===== config.mk =====
export PLATFORM = sky130hd
export DESIGN_NAME = l2_l1_refill_responder
export DESIGN_NICKNAME = d
export VERILOG_FILES = /design/src/rtl/cache_pkg.sv /design/src/rtl/refill_line_buffer.sv /design/src/rtl/l2_l1_refill_responder.sv
export SDC_FILE = /design/constraint.sdc
export NUM_CORES = 1
export LEC_CHECK = 0
export BUFFER_PORTS_ARGS = -buffer_cell sky130_fd_sc_hd__buf_2
export CORE_AREA = 8 8 271 273
export CTS_CLUSTER_DIAMETER = 40
export DETAILED_ROUTE_END_ITERATION = 10
export DIE_AREA = 0 0 279 281
export PLACE_DENSITY = 0.58
export SLEW_MARGIN = 40
export SYNTH_ARGS = -nofsm -noshare
export SYNTH_HDL_FRONTEND = slang
export SYNTH_SLANG_ARGS = --single-unit

===== constraint.sdc =====
create_clock -name clk -period 3.95 [get_ports clk]
set_input_delay 0.395 -clock clk [delete_from_list [all_inputs] [get_ports clk]]
set_output_delay 0.395 -clock clk [all_outputs]
set_load 0.005 [all_outputs]

===== src/rtl/cache_pkg.sv =====
// Cache line geometry and refill FSM encoding shared by the L2->L1 refill path.
package cache_pkg;

    localparam int LINE_BITS   = 512;
    localparam int BEAT_BITS   = 64;
    localparam int OFFSET_BITS = 6;
    localparam int BEATS       = LINE_BITS / BEAT_BITS;
    localparam int BEAT_IDX_W  = $clog2(BEATS);

    localparam logic [BEAT_IDX_W-1:0] LAST_BEAT = BEAT_IDX_W'(BEATS - 1);

    typedef enum logic [1:0] {
        ST_IDLE = 2'd0,
        ST_REQ  = 2'd1,
        ST_FILL = 2'd2,
        ST_DONE = 2'd3
    } refill_state_e;

endpackage


===== src/rtl/refill_line_buffer.sv =====
// Line register assembled one memory beat at a time; holds its contents
// between fills so the L1 can sample it on the refill strobe.
module refill_line_buffer
    import cache_pkg::*;
(
    input  logic                  clk,
    input  logic                  nrst,
    input  logic                  i_beat_we,
    input  logic [BEAT_IDX_W-1:0] i_beat_idx,
    input  logic [BEAT_BITS-1:0]  i_beat_data,
    output logic [LINE_BITS-1:0]  o_line
);

    logic [LINE_BITS-1:0] r_line;

    always_ff @(posedge clk or negedge nrst) begin
        if (!nrst) begin
            r_line <= '0;
        end else if (i_beat_we) begin
            r_line[i_beat_idx*BEAT_BITS +: BEAT_BITS] <= i_beat_data;
        end
    end

    assign o_line = r_line;

endmodule


===== src/rtl/l2_l1_refill_responder.sv =====
// L2-side refill responder: fetches a 64 B line as eight beats and strobes it into the L1.
//   state   | meaning
//   ST_IDLE | waiting for an L1 miss request
//   ST_REQ  | memory read request outstanding until mem_ready
//   ST_FILL | collecting return beats into the line buffer
//   ST_DONE | line complete, one-cycle refill strobe
module l2_l1_refill_responder
    import cache_pkg::*;
#(
    parameter int ADDR_WIDTH = 64
) (
    input  logic                  clk,
    input  logic                  nrst,
    input  logic                  l1_req,
    input  logic [ADDR_WIDTH-1:0] l1_addr,
    output logic                  busy,
    output logic                  mem_req,
    output logic [ADDR_WIDTH-1:0] mem_addr,
    input  logic                  mem_ready,
    input  logic                  mem_rvalid,
    input  logic [BEAT_BITS-1:0]  mem_rdata,
    output logic [LINE_BITS-1:0]  read_data_L2_L1,
    output logic                  refill
);

    localparam logic [ADDR_WIDTH-1:0] LINE_MASK =
        {{(ADDR_WIDTH-OFFSET_BITS){1'b1}}, {OFFSET_BITS{1'b0}}};

    refill_state_e         r_state;
    refill_state_e         w_next;
    logic [BEAT_IDX_W-1:0] r_beat_cnt;
    logic [ADDR_WIDTH-1:0] r_base;
    logic                  w_accept;
    logic                  w_beat_we;

    assign w_accept  = (r_state == ST_IDLE) && l1_req;
    assign w_beat_we = (r_state == ST_FILL) && mem_rvalid;

    always_ff @(posedge clk or negedge nrst) begin
        if (!nrst) begin
            r_state <= ST_IDLE;
        end else begin
            r_state <= w_next;
        end
    end

    always_comb begin
        w_next = r_state;
        unique case (r_state)
            ST_IDLE: if (l1_req)    w_next = ST_REQ;
            ST_REQ:  if (mem_ready) w_next = ST_FILL;
            ST_FILL: if (w_beat_we && (r_beat_cnt == LAST_BEAT)) w_next = ST_DONE;
            ST_DONE: w_next = ST_IDLE;
            default: w_next = ST_IDLE;
        endcase
    end

    always_comb begin
        busy    = 1'b0;
        mem_req = 1'b0;
        refill  = 1'b0;
        unique case (r_state)
            ST_IDLE: ;
            ST_REQ: begin
                busy    = 1'b1;
                mem_req = 1'b1;
            end
            ST_FILL: busy = 1'b1;
            ST_DONE: begin
                busy   = 1'b1;
                refill = 1'b1;
            end
            default: ;
        endcase
    end

    // Counter wraps to 0 on the last beat, which is also the FILL exit.
    always_ff @(posedge clk or negedge nrst) begin
        if (!nrst) begin
            r_base     <= '0;
            r_beat_cnt <= '0;
        end else if (w_accept) begin
            r_base     <= l1_addr & LINE_MASK;
            r_beat_cnt <= '0;
        end else if (w_beat_we) begin
            r_beat_cnt <= r_beat_cnt + BEAT_IDX_W'(1);
        end
    end

    assign mem_addr = r_base;

    refill_line_buffer u_line_buf (
        .clk         (clk),
        .nrst        (nrst),
        .i_beat_we   (w_beat_we),
        .i_beat_idx  (r_beat_cnt),
        .i_beat_data (mem_rdata),
        .o_line      (read_data_L2_L1)
    );

endmodule

==> results of run 1 <==
==> stage by stage <==
stage / hold slack (ns) / setup slack [ns]
6_report: 0.05559 / 0.7858
5_1_grt: 0.03325 / 0.5382
4_1_cts: 0.007834 / 0.7157
3_5_place_dp: 0.3643 / 0.7292
3_3_place_gp: 0.4648 / 0.7715
2_1_floorplan: 0.09941 / 1.537
==> cell type report <==
class | instances | area share
multi-input combinational | 872 | 0.2591
inverter | 115 | 0.01332
timing repair buffer | 797 | 0.1415
clock inverter | 60 | 0.02297
sequential | 575 | 0.4441
clock buffer | 121 | 0.08271
tap | 940 | 0.03630
==> metal layers <==
metal | vias up | track usage
li1 | 7305 | -
met1 | 8713 | 0.2470
met2 | 656 | 0.3553
met3 | 151 | 0.06042
met4 | 2 | 0.07553
met5 | - | 0
==> worst max path at each step <==
stage	end	depth (start not counted)	slack (ns)
finish	u_line_buf.o_line[237]	8	0.79
global route	u_line_buf.o_line[235]	8	0.54
CTS	u_line_buf.o_line[237]	8	0.72
detailed placement	u_line_buf.o_line[230]	8	0.73
global placement	u_line_buf.o_line[227]	8	0.77
floorplan	u_line_buf.o_line[374]	9	1.54
==> power groups by stage <==
stage | combinational [mW] | clock (mW) | sequential [mW]
final | 7.06 | 8.70 | 8.73
after global routing | 7.64 | 9.17 | 8.95
after CTS | 7.18 | 8.87 | 8.72
after detailed placement | 7.12 | 0 | 8.77
after global placement | 6.94 | 0 | 8.69
after floorplan | 3.18 | 0 | 8.79
==> flip-flops by register name, indices dropped and copies added (netlist names) <==
| signal | count |
|---|---|
| mem_addr | 58 |
| r_state | 2 |
| u_line_buf.o_line | 512 |
| r_beat_cnt | 3 |
==> cells by family after synthesis <==
| group | after synthesis |
|---|---|
| AO/OA/AOI/OAI | 68 |
| XOR/XNOR | 1 |
| adder cells (fa/ha/maj) | 9 |
| buffers and inverters | 222 |
| flip-flops | 575 |
| multiplexers | 510 |
| other | 1 |
| AND/OR/NAND/NOR | 278 |
==> cells in the mapped netlist, drive strengths merged, types with 3 or more instances <==
library cell / instances
and3: 21
and2: 127
nor3b: 3
mux2: 463
nand2: 49
dfrtp: 575
nand4: 65
nor2b: 3
ha: 9
mux2i: 47
clkbuf: 31
a21oi: 3
inv: 115
buf: 76
o21ai: 63
==> worst max-delay path: stages, from the launching register on <==
cell and delay [ns]:
dfrtp_2 0.49, inv_1 0.19, ha_1 0.26, ha_2 0.36, and4b_4 0.30, buf_4 0.38, and2_4 0.57, buf_4 0.35
o21ai_0 0.12
==> metrics, run 1 <==
status complete, no violations; max cap viols 0; Initial Util 0.3439; n_diodes 0; Routed wire per std cell 23.95 microns; cell count after placement about 3200; Row Count between 90 and 100; Worst setup EP type flip-flop; Max Clock Freq between 0.3 and 0.4 GHz; Met3 Wirelength 6.258 mm; ANT nets after route 0; mux cell area share after synthesis 0.2574; antenna violations before repair 4; placed inst area about 0.028 sq mm; Worst EP arrival 3.64 ns; met2 wire len 41.74 mm; worst reg2reg path depth 8; Setup Skew 0.02118 ns; Worst-path clk slew 0.05 ns; largest net degree at the start of global routing 75; clk_lat worst skew 0.63 ns; Setup Viol. Count Final 0; share of power burned in the clock network 0.355; share of the synthesized area in the top cell type 0.6037; Yosys reg bits about 580; switching part of the total power 0.3243; Crit Path Class reg -> reg; nature of the critical path startpoint flip-flop; GRT Overall Usage 0.2074; Worst Hold End u_line_buf.o_line[276]; Die Area 0.07840 sq mm; most frequent cells in the layout buf_2 (698), dfrtp_1 (574), mux2_2 (243); postcts setup bufs 0; Port-buffer cells approximately 700; hold_sp mem_rdata[20]; CTS tree built; hold-critical path depth 3; share of total power in combinational logic 0.288; most common cell after layout, fill and taps aside buf_2; synth warn 0; DR vias 16830; layout cell share with drive strength beyond 1 0.5083; GP Congestion approximately 0.82; Hold Buf Count CTS 60; Fin. Hold Viols 0; Tot Pwr about 24 mW; Gate Count Post-Synth 1664; minimum clock period about 3.2 ns; Synth Area in Simple Gates 0.07066; Slew Limit Fails 0; CP Data Required Time 4.43 ns; M1 wire length 32.62 mm; CTS Sinks between 500 and 600; fraction of the mapped netlist area in adder cells 0.004725; post-DR vias/cell 4.835; Die H between 200 and 300 microns; number of remaining DRC errors 0; post_cts resized 0; Post-Syn Area between 0.02 and 0.025 sq mm; reg2reg start r_beat_cnt[0]; global route total overflow 0; type of the most critical hold path in -> reg; total area of sequential cells 0.01439 sq mm; area leader, netlist dfrtp_1; Core Box Area 0.06930 sq mm; peak supply drop around 0.00046 V; Post-Synth XOR/XNOR Area 0.0003675; RSZ-0062 raised after global routing no; num ports 712; drt total wl ~83 mm; post-synthesis cell type count 35; Layout Utilization 0.4676; Root Driver clkbuf_16; setup slack, reg-to-reg roughly 0.79 ns; filler cell count around 6200; area fraction in compound gates after synthesis 0.01465; clock buffer depth 3; Multi-input gate area 0.008397 sq mm; main combinational cell family by area after synthesis multiplexers; Flop pwr share 0.356; EDFF count, synth 0; Pre-antenna DRT Iters 5; max_slew headroom 0.4684; CTS Buf Count between 90 and 100; syn avg cell area 14.32 sq um; Die X around 280 microns; fin area about 0.032 sq mm; fin nets 2600; PwrDens 755.7 mW/mm^2; P_sw 7.942 mW; H-tree levels 3; first-pass GRT wire length about 120 mm; Least-Margin Pin Slew 0.7974 ns; number of non-filler instances in the completed layout 3480; P_int 16.55 mW; CP max FO 45; Area contributors post-synth dfrtp_1 (60%), mux2_2 (11%), mux2_4 (7.6%), mux2_1 (4.7%), and2_1 (3.3%); P&R area growth vs syn 35.96%; HPWL Detailed approximately 60 mm; FFs w/ async S/R, synth 1.000; highest metal used met5; Lkg Pwr 17.99 nW; DRT iter0 DRCs between 800 and 900; vias in the first global route 18630; ys flop type dfrtp_1; Worst Setup SP r_beat_cnt[0]; Seq/Total Area, Yosys 0.6037; reg-to-reg critical path endpoint u_line_buf.o_line[237]; period utilisation layout 0.8011; setup tns final 0 ns
Power figures use the tool's default switching activity.
==> run 2, diff against run 1 <==
- ABC_AREA: not set -> 1
- PLACE_DENSITY: 0.58 -> 0.6
- clock period: 3.95 -> 2.9 ns (I/O delays scaled with it)
==> run 2 against run 1 <==
First-iteration DRC count up 91%. Combinational power up 30%. Clock-buffer cell count up 3. Global-route usage up 3.5 points. Die area unchanged. Highest routed layer is now met4.
==> metrics, run 2 <==
Initial Util 0.3439 (about the same); max_slew headroom 0.4870 (+0.01861); setup tns final 0 ns (unchanged); PwrDens 952.0 mW/mm^2 (+26%); Worst Hold End u_line_buf.o_line[0]; ANT nets after route 0 (unchanged); Yosys reg bits 575 (unchanged); ys flop type dfrtp_1; reg2reg start r_beat_cnt[0]; Area contributors post-synth dfrtp_1 (60%), nand2_1 (19%), nand3_1 (3.5%), o21ai_1 (3.3%), mux2_2 (2.7%); EDFF count, synth 0 (unchanged); Worst setup EP type flip-flop; worst reg2reg path depth 9 (+1); most frequent cells in the layout nand2_1 (1182), buf_2 (698), dfrtp_1 (574); share of the synthesized area in the top cell type 0.6038 (about the same); Setup Viol. Count Final 0 (unchanged); Layout Utilization 0.4784 (+0.01081); FFs w/ async S/R, synth 1.000 (unchanged); setup slack, reg-to-reg 0.31 ns (-0.48 ns); CP max FO 60 (+33%); vias in the first global route 22090 (+19%); nature of the critical path startpoint flip-flop; reg-to-reg critical path endpoint u_line_buf.o_line[507]; post-DR vias/cell 4.889 (+1.1%); n_diodes 0 (unchanged); number of flip-flops in the largest register 512 (unchanged); Port-buffer cells 699 (unchanged); max cap viols 0 (unchanged); number of remaining DRC errors 0 (unchanged); Tot Pwr 31.56 mW (+29%); Max Clock Freq 0.3855 GHz (+22%); Slew Limit Fails 0 (unchanged); period utilisation layout 0.8945 (+0.09342); clock buffer depth 3 (unchanged); DR vias 22200 (+32%); minimum clock period 2.594 ns (-0.5702 ns); synth cell count leaders nand2_1 (1184), dfrtp_1 (575), nor2_1 (170), nand3_1 (167), o21ai_1 (157); H-tree levels 3 (unchanged); Fin. Hold Viols 0 (unchanged); most common cell after layout, fill and taps aside nand2_1; CTS Buf Count 101 (+4.1%); GP Congestion 0.8645 (+5.8%); Crit Path Class reg -> reg; RSZ-0062 raised after global routing no; GRT Overall Usage 0.2424 (+0.03499); hold_sp mem_rdata[0]; global route total overflow 0 (unchanged); Gate Count Post-Synth 2712 (+63%); drt total wl 98.31 mm (+18%); postcts setup bufs 0 (unchanged); Root Driver clkbuf_16; CP Data Required Time 3.37 ns (-1.06 ns); Die H 281 microns (unchanged); P&R area growth vs syn 39.13%; DRT iter0 DRCs 1660 (+91%); type of the most critical hold path in -> reg; peak supply drop 0.0008117 V (+76%); Routed wire per std cell 21.65 microns (-9.6%); layout cell share with drive strength beyond 1 0.2861 (-0.2222); CTS tree built; post-synthesis cell type count 27 (-23%); total area of sequential cells 0.01439 sq mm (about the same); Core Box Area 0.06930 sq mm (unchanged); HPWL Detailed 66.75 mm (+13%); largest net degree at the start of global routing 133 (+77%); first-pass GRT wire length 145.0 mm (+17%); Least-Margin Pin Slew 0.7695 ns (-0.02791 ns); most common cell in the netlist nand2_1; fin nets 3659 (+41%); num ports 712 (unchanged); Multi-input gate area 0.008298 sq mm (-1.2%); Die Area 0.07840 sq mm (unchanged); post-route setup slack 0.3060 ns (-0.4798 ns); Row Count 97 (unchanged); Pre-antenna DRT Iters 7 (+2); Post-Syn Area 0.02383 sq mm (about the same); Lkg Pwr 18.24 nW (+1.4%); Worst-path clk slew 0.05 ns (about the same); Setup Skew 0.02802 ns (+0.006837 ns); area leader, netlist dfrtp_1; clk_lat worst skew 0.65 ns (+0.02 ns); syn avg cell area 8.787 sq um (-39%); Die X 279 microns (unchanged); filler cell count 6689 (+8.4%); CTS Sinks 575 (unchanged); status complete, no violations; Worst EP arrival 3.07 ns (-0.57 ns); synth warn 0 (unchanged); hold-critical path depth 3 (unchanged); Setup WS pre-CTS 0.2816 ns (-0.4476 ns); Seq/Total Area, Yosys 0.6038 (about the same); antenna violations before repair 1 (-3)
## run 2: cell types whose count changed after synthesis, sizes merged, moves of 51 or more
cell and delta:
nand3 +167, o21ai +165, mux2 -405, and2 -127, nand2 +1142, buf +51
nor2 +175
## run 2: how the worst max path moves through the flow
stage                              to  slack (ns)           from  cells past startpoint
6_report       u_line_buf.o_line[507]        0.31  r_beat_cnt[0]                      9
5_1_grt        u_line_buf.o_line[510]        0.11  r_beat_cnt[0]                      9
4_1_cts        u_line_buf.o_line[348]        0.29  r_beat_cnt[0]                     10
3_5_place_dp   u_line_buf.o_line[507]        0.28  r_beat_cnt[0]                      9
3_3_place_gp    u_line_buf.o_line[10]        0.32  r_beat_cnt[0]                      8
2_1_floorplan  u_line_buf.o_line[505]        0.78  r_beat_cnt[0]                     13
## run 2: layer usage
metal / GRT usage / wire length, microns / vias to the layer above
met4: 0.1219 / 4818 / 0
met1: 0.3005 / 39060 / 10760
met2: 0.3852 / 45510 / 1002
li1: - / - / 10200
met5: 0 / 0 / -
met3: 0.07039 / 8922 / 233
## run 2: layout make-up
type	instances	share of cell area
inverter	84	0.009586
multi-input combinational	1875	0.2503
tap	940	0.03548
clock inverter	62	0.02449
clock buffer	124	0.08246
sequential	575	0.4341
timing repair buffer	880	0.1636
## run 2: kinds of logic after synthesis
logic type / after synthesis / share of synthesized area
other: 1 / 0.0001574
DFF: 575 / 0.6038
buffers and inverters: 267 / 0.05235
AOI/OAI and AO/OA: 229 / 0.04820
adders and majority gates: 9 / 0.004726
and+or+nand+nor: 1573 / 0.2633
muxes: 58 / 0.02741
## run 2: critical path, cell delays in order (launching register included)
cell	delay, ns
dfrtp_4	0.50
inv_4	0.14
ha_2	0.22
ha_4	0.38
nor2_4	0.13
nand2_2	0.16
inv_2	0.09
nand2_4	0.06
buf_4	0.47
o21ai_0	0.16
## run 2: per-stage QoR
stage               hold slack (ns)  cell area, sq um  std cells
finish                      0.02180             33150       4540
global placement             0.2409             28390       4234
global route                0.01767             33150       4540
floorplan                 -0.005591             23850       2717
detailed placement           0.2433             28420       4235
CTS                        0.001759             33150       4540
## run 2: what timing repair did
item,in CTS,in global routing
hold buffers,119,0
gates resized for setup,0,0
endpoints found under the hold margin,370,0
## run 2: power breakdown
part           internal [mW]  switching [mW]  leakage [nW]
sequential              9.36           0.710          7.80
clock                   7.80            4.48          1.71
combinational           2.90            6.30          8.73
